`config.mk`:
```
export PLATFORM = sky130hd
export DESIGN_NAME = load_store_unit
export DESIGN_NICKNAME = d
export VERILOG_FILES = /design/src/rtl/load_store_unit.sv
export SDC_FILE = /design/constraint.sdc
export NUM_CORES = 1
export LEC_CHECK = 0
export ABC_AREA = 1
export CAP_MARGIN = 10
export CORE_MARGIN = 4
export CORE_UTILIZATION = 35
export DETAILED_ROUTE_END_ITERATION = 7
export GPL_TIMING_DRIVEN = 0
export MAX_ROUTING_LAYER = met4
export PLACE_DENSITY = 0.69
export SYNTH_ARGS = -nofsm -noshare
export SYNTH_HDL_FRONTEND = slang
export SYNTH_SLANG_ARGS = --single-unit
```
`constraint.sdc`:
```
create_clock -name clk_i -period 7.7 [get_ports clk_i]
set_clock_uncertainty 0.15 [all_clocks]
set_input_delay 1.925 -clock clk_i [delete_from_list [all_inputs] [get_ports clk_i]]
set_output_delay 1.925 -clock clk_i [all_outputs]
set_load 0.01 [all_outputs]
```
`src/rtl/load_store_unit.sv`:
```
// rtl/load_store_unit.sv - data-memory initiator: lb/lh/lw/lbu/lhu loads, sw direct and sb/sh read-modify-write stores
module load_store_unit #(
  parameter int MEM_BYTES = 32
) (
  input  logic        clk_i,
  input  logic        reset,
  input  logic        req_i,
  output logic        ready_o,
  input  logic        is_store_i,
  input  logic [2:0]  funct3_i,
  input  logic [31:0] addr_i,
  input  logic [31:0] wdata_i,
  output logic        done_o,
  output logic        err_o,
  output logic [31:0] rdata_o,
  output logic [31:0] mem_addr_o,
  output logic [31:0] mem_wdata_o,
  output logic        mem_write_o,
  output logic        mem_read_o,
  input  logic [31:0] mem_rdata_i
);

  localparam logic [31:0] LAST_ADDR = 32'(MEM_BYTES - 4);

  typedef enum logic [1:0] {IDLE, READ, WRITE, RESP} state_t;

  state_t      r_state;
  logic        r_is_store;
  logic [2:0]  r_funct3;
  logic [31:0] r_addr;
  logic [31:0] r_wdata;

  logic        w_bad_funct3;
  logic        w_illegal;
  logic        w_direct_write;
  logic [31:0] w_load_data;
  logic [31:0] w_merge_data;

  always_comb begin
    w_bad_funct3 = 1'b0;
    if (is_store_i)
      w_bad_funct3 = !(funct3_i == 3'b000 || funct3_i == 3'b001 || funct3_i == 3'b010);
    else
      w_bad_funct3 = (funct3_i == 3'b011 || funct3_i == 3'b110 || funct3_i == 3'b111);
  end

  // Unsigned compare also rejects wrap-around addresses near 2^32.
  assign w_illegal      = w_bad_funct3 || (addr_i > LAST_ADDR);
  assign w_direct_write = is_store_i && (funct3_i == 3'b010);
  assign ready_o        = (r_state == IDLE);

  always_comb begin
    case (r_funct3)
      3'b000:  w_load_data = {{24{mem_rdata_i[7]}}, mem_rdata_i[7:0]};
      3'b001:  w_load_data = {{16{mem_rdata_i[15]}}, mem_rdata_i[15:0]};
      3'b100:  w_load_data = {24'h0, mem_rdata_i[7:0]};
      3'b101:  w_load_data = {16'h0, mem_rdata_i[15:0]};
      default: w_load_data = mem_rdata_i;
    endcase
  end

  // Sub-word stores keep the upper bytes of the word read in READ.
  always_comb begin
    case (r_funct3)
      3'b000:  w_merge_data = {mem_rdata_i[31:8], r_wdata[7:0]};
      3'b001:  w_merge_data = {mem_rdata_i[31:16], r_wdata[15:0]};
      default: w_merge_data = r_wdata;
    endcase
  end

  always_ff @(posedge clk_i or posedge reset) begin
    if (reset) begin
      r_state     <= IDLE;
      r_is_store  <= 1'b0;
      r_funct3    <= 3'b000;
      r_addr      <= 32'h0;
      r_wdata     <= 32'h0;
      done_o      <= 1'b0;
      err_o       <= 1'b0;
      rdata_o     <= 32'h0;
      mem_addr_o  <= 32'h0;
      mem_wdata_o <= 32'h0;
      mem_write_o <= 1'b0;
      mem_read_o  <= 1'b0;
    end else begin
      done_o      <= 1'b0;
      err_o       <= 1'b0;
      mem_addr_o  <= 32'h0;
      mem_wdata_o <= 32'h0;
      mem_write_o <= 1'b0;
      mem_read_o  <= 1'b0;
      case (r_state)
        IDLE: begin
          if (req_i) begin
            r_is_store <= is_store_i;
            r_funct3   <= funct3_i;
            r_addr     <= addr_i;
            r_wdata    <= wdata_i;
            if (w_illegal) begin
              r_state <= RESP;
              done_o  <= 1'b1;
              err_o   <= 1'b1;
              rdata_o <= 32'h0;
            end else if (w_direct_write) begin
              r_state     <= WRITE;
              mem_write_o <= 1'b1;
              mem_addr_o  <= addr_i;
              mem_wdata_o <= wdata_i;
            end else begin
              r_state    <= READ;
              mem_read_o <= 1'b1;
              mem_addr_o <= addr_i;
            end
          end
        end
        READ: begin
          if (r_is_store) begin
            r_state     <= WRITE;
            mem_write_o <= 1'b1;
            mem_addr_o  <= r_addr;
            mem_wdata_o <= w_merge_data;
          end else begin
            r_state <= RESP;
            done_o  <= 1'b1;
            rdata_o <= w_load_data;
          end
        end
        WRITE: begin
          r_state <= RESP;
          done_o  <= 1'b1;
          rdata_o <= 32'h0;
        end
        default: r_state <= IDLE;
      endcase
    end
  end

endmodule

```
Yosys cells after proc, flatten, opt, wreduce, memory -nomap -nowiden

Cells that the tools add are included.

Flip-flop bits (word level): 170
Input bits: 103
Output and inout port bits: 101
Logic and storage cells: 74

$lt $le $gt $ge: 1
Eq/ne operators: 13
Muxes and demuxes: 35
Reductions and logical operators: 13

Operator list:

| kind                | count |
|---|---|
| $mux 32             | 10 |
| $pmux 32 s2         | 3 |
| $pmux 32 s4         | 1 |
| $pmux 32 s3         | 1 |
| $gt 32x5->1 const B | 1 |
| $mux 1              | 14 |
| $eq 3x3->1 const B  | 4 |
| $eq 3x1->1 const B  | 2 |
| $eq 3x2->1 const B  | 2 |
| $logic_not 3->1     | 2 |
| $mux 2              | 3 |
| $pmux 2 s3          | 1 |
| $logic_or 1x1->1    | 5 |
| $ne 2x2->1 const B  | 2 |
| $reduce_and 4->1    | 1 |
| $pmux 1 s3          | 1 |
| $reduce_bool 3->1   | 1 |
| $eq 2x1->1 const B  | 1 |
| $eq 2x2->1 const B  | 1 |
| $logic_not 2->1     | 1 |
| $ne 2x1->1 const B  | 1 |
| $pmux 1 s2          | 1 |
| $reduce_and 2->1    | 1 |
| $logic_and 1x1->1   | 1 |
| $logic_not 1->1     | 1 |

Longest topological paths before layout

Gate-level depths: netlist of run 1.

Depth in word-level cells: 9
Gate-level depth with buffers: 11
Gate-level depth less buffers: 10

Worst setup path after synthesis of run 1

No wires, ideal clock.

Kind: input to register
From: input funct3_i[0]
To: register rdata_o[10]
Setup time: 0.130 ns
Data arrival time: 2.834 ns
Required time: 7.420 ns
Slack: 4.586 ns
Stages: 9
Buffers on the path: 1
Cell sequence: nor2_1 > nor2_1 > nor2_1 > nand2_1 > nor2_4 > nand3_1 > nand2_2 > clkbuf_1 > o21ai_0

Cells in the longest elaborated chain, start to end: 8
Elaborated cells on any way between the ends: 15
Classes of those cells: eq/ne (6); mux (1); reduce/logical (8)

RTL lines:

| what                                          | line | text |
|---|---|---|
| from (decl)                                   | 10   | `input logic [2:0] funct3_i,` |
| $eq 3x1->1 or $logic_not 3->1 (tied branches) | 42   | `w_bad_funct3 = !(funct3_i == 3'b000 \|\| funct3_i == 3'b001 \|\| funct3_i == 3'b010);` |
| $logic_or 1x1->1 (2 in a row)                 | 42   |  |
| $logic_not 1->1                               | 42   |  |
| $mux 1 *                                      | 41   | `if (is_store_i)` |
| $logic_or 1x1->1 *                            | 48   | `assign w_illegal = w_bad_funct3 \|\| (addr_i > LAST_ADDR);` |
| $ne 2x1->1 (no line) *                        | -    |  |
| $reduce_and 4->1 (no line) *                  | -    |  |
| to (signal assigned)                          | 125  | `rdata_o <= w_load_data;` |
| to (decl)                                     | 15   | `output logic [31:0] rdata_o,` |

Every way passes the cells marked *; elsewhere a longest branch is shown, timed or not.
A chain may end at the register's enable or synchronous reset.

Worst setup path after layout of run 1

From: register r_state[0]
To: output ready_o

Cells in the longest elaborated chain, start to end: 1

RTL lines:

| what                   | line | text |
|---|---|---|
| from (decl)            | 27   | `state_t r_state;` |
| from (signal assigned) | 73   | `r_state <= IDLE;` |
| from (signal assigned) | 100  | `r_state <= RESP;` |
| from (signal assigned) | 105  | `r_state <= WRITE;` |
| $logic_not 2->1        | 50   | `assign ready_o = (r_state == IDLE);` |
| to (decl)              | 8    | `output logic ready_o,` |

Every way passes these cells.

==> flow_summary.json, run 1 <==
{
  "worst_slew_pin_slew_ns": 0.674,
  "fin_crit_sh": 0.511,
  "regArea_um2": 4250,
  "fin_nets": 1078,
  "vias": 5725,
  "critical_path.max_fanout": 6,
  "initialDrtViolationCount": 294,
  "portBuffers": 203,
  "row_count": 50,
  "multi_input_area_um2": 2080,
  "critPathBufInv": 2,
  "gr-usage-all-layers": 0.189,
  "grt_overflow_total": 0,
  "vias_per_cell": 4.60,
  "place_hpwl_mm": 14.4,
  "min_path_type": "register to register",
  "cpMaxStageDelayCell": "clkdlybuf4s50_1",
  "cts_resized": 0,
  "power_density_nw_per_um2": 353,
  "grt_pass1_vias": 5783,
  "fp.dieW_um": 147,
  "clockRootBuffer": "clkbuf_16",
  "io_pins": 204,
  "tritoncts": "built",
  "worstSetupPathType": "register to output pin",
  "h-tree-depth": 4,
  "final_cells": 1245,
  "clkTransAtPathRegs_ns": 0.06,
  "syn_nets": 855,
  "place.gp.congestion": 0.849,
  "place_area_um2": 9180,
  "ys_seq_elements": 170,
  "ctsLongestPathBuffers": 2,
  "syn_inst": 747,
  "crit_path_start_kind": "register",
  "cap_viol_max_count": 0,
  "finish.instance_area_um2": 9760,
  "avgSynthCellArea_um2": 9.09,
  "mostFrequentLayoutCells": "203 x nand2_1, 203 x clkdlybuf4s50_1, 170 x dfrtp_1",
  "postRouteAntennaNets": 0,
  "slew_headroom": 0.550,
  "critPathMaxStageDelay_ns": 0.61,
  "post_drt_wl_per_cell_um": 15.6,
  "fill_cells": 1817,
  "path_cells": "inv_1, ha_1, clkdlybuf4s50_1",
  "numCtsBuffers": 17,
  "final-setup-viol-count": 0,
  "slew_viol_final": 0,
  "finalHoldViolations": 0,
  "drive_above_1_share": 0.0549,
  "p_leak_nw": 4.49,
  "tns_ns": 0,
  "cp.required_ns": 5.62,
  "drc": 0,
  "first_pass_iters": 5,
  "end_kind": "output pin",
  "placed_cells": 1211,
  "cp_top_family": "buffers and inverters",
  "cp.arrival_ns": 1.86,
  "grt_pass1_wl_mm": 31.0,
  "vdd_ir_drop_max_v": 0.000184,
  "initial_core_util": 0.359,
  "rsz0062_at_grt": "false",
  "core_area_um2": 18900,
  "grt_max_degree": 133,
  "fmax_mhz": 254,
  "netlist_area_um2": 6790,
  "insertion_delay_ns": 0.44,
  "wl_mm": 19.5,
  "post_cts.repair.setup_buffers": 0,
  "cts_hold_buf": 0,
  "fin_crit_ns": 3.94,
  "numClockSinks": 170,
  "yosysSeqAreaShare": 0.627,
  "area_growth_pct": 43.8,
  "outcome": "finished clean",
  "whs_ns": 0.327,
  "dieArea_um2": 21700,
  "antenna_found_initial": 2,
  "yosysWarnings": 0,
  "die_h_um": 147,
  "ys_types": 21
}
-- area by class of cell --
type,instances,share of cell area
Timing Repair Buffer,204,0.211
Antenna cell,2,0.000513
Inverter,71,0.0281
Buffer,39,0.0187
Clock inverter,15,0.0151
Multi-Input combinational cell,467,0.214
Clock buffer,17,0.0436
Sequential cell,170,0.436
Tap cell,260,0.0333
-- worst register-to-register path: stages (launching register included) --
cell,delay (ns)
dfrtp_1,0.43
inv_1,0.11
ha_1,0.28
nand2_1,0.21
inv_2,0.17
buf_2,0.25
clkbuf_1,0.37
o21ai_0,0.16
-- per-layer routing --
layer	vias up	GRT usage	share of wire
met4	0	0.0699	0.022
met2	211	0.295	0.48
li1	2839	-	-
met5	-	-	0
met3	29	0.0463	0.073
met1	2646	0.241	0.43
-- synth_stat cells --
master / number / area share
nor3_1: 18 / 0.013
nor2_1: 70 / 0.039
nand4_1: 1 / 0.00092
dfrtp_1: 170 / 0.63
buf_6: 3 / 0.0050
o21ai_0: 111 / 0.082
inv_2: 3 / 0.0017
buf_1: 3 / 0.0017
a21oi_1: 9 / 0.0066
nand2_1: 203 / 0.11
nand2_2: 1 / 0.00092
inv_1: 67 / 0.037
nor2_4: 1 / 0.0017
nand3_1: 6 / 0.0044
clkbuf_1: 22 / 0.012
clkinv_1: 1 / 0.00055
buf_2: 11 / 0.0081
nand3_2: 1 / 0.0015
o22ai_1: 29 / 0.027
o21ai_1: 12 / 0.0088
ha_1: 5 / 0.0092
-- registers in the layout, indices dropped and copies added (netlist names) --
signal	flops
r_addr	32
r_wdata	32
done_o	1
r_state	2
r_funct3	3
r_is_store	1
mem_wdata_o	32
rdata_o	32
mem_addr_o	32
mem_read_o	1
err_o	1
mem_write_o	1
-- cell families (layout without fill, tap and decap cells) --
kind of cell	count (synthesis)	after routing	synth area share
buffers and inverters	110	346	0.0662
DFF	170	170	0.627
other	0	2	0
adders and majority gates	5	5	0.00922
and+or+nand+nor	301	301	0.174
AOI/OAI and AO/OA	161	161	0.124
-- path summary, 6_finish.rpt --
kind                            slack [ns]  depth (start not counted)         endpoint        start
max in group asynchronous             4.76                          3  mem_wdata_o[26]        reset
worst max register to register        5.44                          7        r_addr[4]   r_state[0]
worst min-delay path                  0.33                          2      r_wdata[17]  r_wdata[17]
min in group asynchronous             1.71                          2      r_wdata[13]        reset
worst max-delay path                  3.76                          3          ready_o   r_state[0]
worst min register to register        0.33                          2      r_wdata[17]  r_wdata[17]
-- where the power goes --
group | internal [mW] | switching (mW) | leakage (nW)
Sequential | 1.21 | 0.124 | 2.24
Clock | 0.431 | 0.398 | 0.273
Combinational | 0.546 | 0.740 | 1.98
Total | 2.18 | 1.26 | 4.49
-- through the flow --
stage / setup WS, ns / utilization / power (mW)
global route: 3.66 / 0.516 / 3.70
floorplan: 1.02 / - / 2.05
CTS: 3.73 / 0.516 / 3.48
finish: 3.76 / 0.516 / 3.44
global placement: -1.30 / 0.484 / 2.61
detailed placement: 3.49 / 0.486 / 2.64
(Power assumes the default switching activity.)
==> run 2, diff against run 1 <==
==> constraint.sdc (replaced) <==
create_clock -name clk_i -period 3.66 [get_ports clk_i]
set_clock_uncertainty 0.15 [all_clocks]
set_input_delay 0.915 -clock clk_i [delete_from_list [all_inputs] [get_ports clk_i]]
set_output_delay 0.915 -clock clk_i [all_outputs]
set_load 0.01 [all_outputs]
==> run 2 against run 1 <==
Effect of this change:
- sequential power grew 110%
- critical path depth is the same
- clock power grew 110%
- sequential share of layout area shrank 0.22 points
- global-route usage shrank 0.059 points
- worst setup slack lost 3.0 ns
- utilization grew 0.26 points
- first-iteration DRC count grew 13%
- register-to-register slack lost 4.0 ns
- highest routed layer unchanged
==> flow_summary.json, run 2 (synthesized netlist as in run 1, its figures left out) <==
{
  "numClockSinks": 170,
  "place_hpwl_mm": 14.6,
  "fin_crit_sh": 0.797,
  "p_int_mw": 4.60,
  "p_clk_frac": 0.242,
  "slew_headroom": 0.582,
  "switching_power_mw": 2.68,
  "insertion_delay_ns": 0.43,
  "numCtsBuffers": 17,
  "seqPwrFrac": 0.385,
  "gr-usage-all-layers": 0.189,
  "critical_path.max_fanout": 6,
  "fill_cells": 1786,
  "drc": 0,
  "cts_hold_buf": 0,
  "placed_cells": 1214,
  "drive_above_1_share": 0.0578,
  "rsz0062_at_grt": "false",
  "portBuffers": 203,
  "die_h_um": 147,
  "ctsLongestPathBuffers": 2,
  "io_pins": 204,
  "pwr-share-comb": 0.374,
  "dieArea_um2": 21700,
  "slew_viol_final": 0,
  "fin_crit_ns": 2.92,
  "core_area_um2": 18900,
  "vias_per_cell": 4.64,
  "cp_top_family": "buffers and inverters",
  "power_density_nw_per_um2": 742,
  "worst_slew_pin_slew_ns": 0.626,
  "h-tree-depth": 4,
  "swShare": 0.368,
  "cp.required_ns": 2.59,
  "p_leak_nw": 4.52,
  "antenna_found_initial": 2,
  "wl_mm": 19.6,
  "finish.instance_area_um2": 9810,
  "vdd_ir_drop_max_v": 0.000384,
  "outcome": "finished clean",
  "worstSetupPathType": "register to output pin",
  "clockRootBuffer": "clkbuf_16",
  "clkTransAtPathRegs_ns": 0.07,
  "row_count": 50,
  "postRouteAntennaNets": 0,
  "critPathMaxStageDelay_ns": 0.63,
  "place.gp.congestion": 0.854,
  "min_path_type": "register to register",
  "cts_resized": 0,
  "finalHoldViolations": 0,
  "regArea_um2": 4250,
  "post_drt_wl_per_cell_um": 15.7,
  "multi_input_area_um2": 2080,
  "tritoncts": "built",
  "rrSetupSlack_ns": 1.41,
  "vias": 5793,
  "grt_pass1_vias": 5712,
  "grt_pass1_wl_mm": 31.0,
  "initialDrtViolationCount": 332,
  "p_total_mw": 7.28,
  "area_growth_pct": 44.5,
  "critPathBufInv": 2,
  "place_area_um2": 9230,
  "grt_overflow_total": 0,
  "crit_path_start_kind": "register",
  "final_cells": 1248,
  "fmax_mhz": 343,
  "initial_core_util": 0.359,
  "fp.dieW_um": 147,
  "cap_viol_max_count": 0,
  "cpMaxStageDelayCell": "clkdlybuf4s50_1",
  "end_kind": "output pin",
  "cp.arrival_ns": 1.85,
  "final-setup-viol-count": 0,
  "first_pass_iters": 5,
  "mostFrequentLayoutCells": "203 x nand2_1, 203 x clkdlybuf4s50_1, 170 x dfrtp_1",
  "path_cells": "inv_1, ha_1, clkdlybuf4s50_1",
  "grt_max_degree": 44,
  "fin_nets": 1081,
  "tns_ns": 0,
  "post_cts.repair.setup_buffers": 0
}
run 2: cell types whose count changed in the layout (fill, tap and decap cells not counted):
cell      delta
buf_12       +4
buf_16       -1
clkinv_4     +1
inv_8        -1
run 2: layout make-up:
class | instances | area share
Sequential cell | 170 | 0.434
Timing Repair Buffer | 207 | 0.215
Multi-Input combinational cell | 467 | 0.212
Clock buffer | 17 | 0.0434
Tap cell | 260 | 0.0332
Inverter | 71 | 0.0276
Buffer | 39 | 0.0186
Clock inverter | 15 | 0.0152
Antenna cell | 2 | 0.000510
run 2: worst reg2reg max path, delay by kind of cell (launching register included):
family,cells,cell delay (ns)
compound gates,1,0.19
fa+ha+maj,1,0.27
flops,1,0.43
buf+inv,3,0.77
simple gates,2,0.37
run 2: metal layers:
| layer | vias up | part of all wire | routed length (µm) | GRT usage |
|---|---|---|---|---|
| met1 | 2718 | 0.44 | 8550 | 0.245 |
| li1 | 2839 | - | - | - |
| met4 | 0 | 0.023 | 454 | 0.0624 |
| met2 | 202 | 0.47 | 9200 | 0.288 |
| met3 | 34 | 0.069 | 1350 | 0.0521 |
| met5 | - | 0 | 0 | - |
run 2: final timing paths:
path / startpoint / to / depth (start not counted)
worst max-delay path: r_state[0] / ready_o / 3
worst min-delay path: r_wdata[17] / r_wdata[17] / 2
worst max register to register: r_state[0] / mem_wdata_o[27] / 7
worst min register to register: r_wdata[17] / r_wdata[17] / 2
max in group asynchronous: reset / mem_wdata_o[20] / 4
min in group asynchronous: reset / mem_wdata_o[7] / 2
run 2: power groups by stage:
stage,Clock [mW],Combinational [mW],Sequential (mW)
after floorplan,0,1.37,2.94
after global placement,0,2.68,2.82
after detailed placement,0,2.74,2.83
after CTS,1.80,2.75,2.80
after global routing,1.88,3.05,2.88
final,1.76,2.72,2.80
run 2: through the flow:
stage | worst slack [ns] | utilization | hold slack, ns
after detailed placement | 0.515 | 0.488 | 0.310
after global placement | -1.00 | 0.484 | 0.306
after global routing | 0.605 | 0.519 | 0.336
after floorplan | 0.426 | - | 0.294
final | 0.743 | 0.519 | 0.325
after CTS | 0.721 | 0.519 | 0.328
==> run 3, diff against run 2 <==
==> constraint.sdc (replaced) <==
create_clock -name clk_i -period 2.8 [get_ports clk_i]
set_clock_uncertainty 0.15 [all_clocks]
set_input_delay 0.7 -clock clk_i [delete_from_list [all_inputs] [get_ports clk_i]]
set_output_delay 0.7 -clock clk_i [all_outputs]
set_load 0.01 [all_outputs]
==> run 3 against run 2 <==
Effect of this change:
- combinational power rose by 31%
- worst setup slack got worse by 0.36 ns
- via count rose by 0.67%
- non-clock buffer count did not move
- flip-flop and latch count did not move
- utilization barely moved
- final cell count did not move
- worst hold slack barely moved
- critical path depth rose by 6
- sequential share of layout area barely moved
- design area barely moved
- first-iteration DRC count fell by 2.4%
- critical endpoint is now mem_wdata_o[27]
- largest power group unchanged
==> flow_summary.json, run 3 (synthesized netlist as in run 1, its figures left out) <==
{
  "outcome": "finished clean",
  "p_total_mw": 9.51,
  "grt_pass1_wl_mm": 31.0,
  "clockRootBuffer": "clkbuf_16",
  "drc": 0,
  "place_hpwl_mm": 14.6,
  "row_count": 50,
  "cp.arrival_ns": 2.60,
  "power_density_nw_per_um2": 970,
  "tns_ns": 0,
  "final_common_cell": "nand2_1",
  "grt_max_degree": 44,
  "antenna_found_initial": 2,
  "crit_path_start_kind": "input port",
  "min_path_type": "register to register",
  "cp.required_ns": 2.99,
  "post_drt_wl_per_cell_um": 15.7,
  "fmax_mhz": 414,
  "h-tree-depth": 4,
  "numCtsBuffers": 17,
  "area_growth_pct": 44.5,
  "vdd_ir_drop_max_v": 0.000505,
  "critical_path.max_fanout": 10,
  "fill_cells": 1787,
  "tritoncts": "built",
  "fin_crit_sh": 0.863,
  "cap_viol_max_count": 0,
  "postRouteAntennaNets": 0,
  "p_leak_nw": 4.53,
  "final-setup-viol-count": 0,
  "slew_headroom": 0.577,
  "worst_slew_pin_slew_ns": 0.635,
  "rrSetupSlack_ns": 0.53,
  "portBuffers": 203,
  "end_kind": "register",
  "dieArea_um2": 21700,
  "rsz0062_at_grt": "false",
  "clkTransAtPathRegs_ns": 0.07,
  "ctsLongestPathBuffers": 2,
  "fp.dieW_um": 147,
  "initial_core_util": 0.359,
  "worstSetupPathType": "input port to register",
  "die_h_um": 147,
  "drive_above_1_share": 0.0578,
  "core_area_um2": 18900,
  "initialDrtViolationCount": 324,
  "place.gp.congestion": 0.854,
  "grt_overflow_total": 0,
  "slew_viol_final": 0,
  "numClockSinks": 170,
  "wl_mm": 19.6,
  "first_pass_iters": 5,
  "mostFrequentLayoutCells": "203 x nand2_1, 202 x clkdlybuf4s50_1, 170 x dfrtp_1",
  "finalHoldViolations": 0,
  "insertion_delay_ns": 0.43,
  "vias_per_cell": 4.67,
  "fin_crit_ns": 2.42,
  "grt_pass1_vias": 5712,
  "gr-usage-all-layers": 0.189,
  "vias": 5832,
  "io_pins": 204,
  "fin_nets": 1081
}
run 3: cell types whose count changed in the layout (fill, tap and decap cells not counted), sizes merged:
| cell | before | now |
|---|---|---|
| clkdlybuf4s50 | 203 | 202 |
| dlymetal6s2s | 0 | 1 |
run 3: routing by layer:
layer	routed length, µm	track usage
met5	0	-
met4	449	0.0624
met3	1310	0.0521
met2	9180	0.288
met1	8670	0.245
run 3: power breakdown:
group	switching, mW	internal (mW)	leakage, nW	total, mW
logic	2.05	1.50	2.01	3.55
clock network	1.12	1.19	0.277	2.30
registers	0.341	3.32	2.24	3.66
run 3: what timing repair did:
item	4_1_cts	5_1_grt
hold buffers	0	0
setup endpoints to repair	0	1
resized for setup	0	1
buffers inserted	0	0
run 3: path summary, 6_finish.rpt:
kind | cells after the start | from | endpoint
setup / recovery | 9 | addr_i[13] | mem_wdata_o[27]
hold / removal | 2 | r_wdata[17] | r_wdata[17]
setup reg to reg | 7 | r_state[0] | mem_wdata_o[27]
hold reg to reg | 2 | r_wdata[17] | r_wdata[17]
max in group asynchronous | 4 | reset | mem_wdata_o[20]
min in group asynchronous | 2 | reset | mem_wdata_o[7]
run 3: through the flow:
step	setup WS, ns	area (µm²)	util	instances	hold slack, ns
after floorplan	-0.219	6790	-	747	0.294
after global placement	-1.65	9150	0.484	1210	0.306
after detailed placement	-0.130	9230	0.488	1214	0.310
after CTS	0.0757	9800	0.519	1246	0.328
after global routing	0.182	9810	0.519	1248	0.336
final	0.384	9810	0.519	1248	0.325
run 3: layout make-up:
| type | instances | area [µm²] | area share |
|---|---|---|---|
| antenna | 2 | 5.00 | 0.000510 |
| multi-input combinational | 467 | 2080 | 0.212 |
| clock inverter | 15 | 149 | 0.0152 |
| buffer | 39 | 183 | 0.0186 |
| clock buffer | 17 | 425 | 0.0434 |
| tap | 260 | 325 | 0.0332 |
| sequential | 170 | 4250 | 0.434 |
| inverter | 71 | 270 | 0.0276 |
| timing repair buffer | 207 | 2110 | 0.216 |
run 3: critical path, cell delays in order:
cell	delay (ns)
clkdlybuf4s50_1	0.43
nor2_1	0.11
nand2_1	0.06
nor2_1	0.23
nand2_1	0.13
nor2_4	0.13
nand3_1	0.28
clkbuf_1	0.33
o22ai_1	0.20
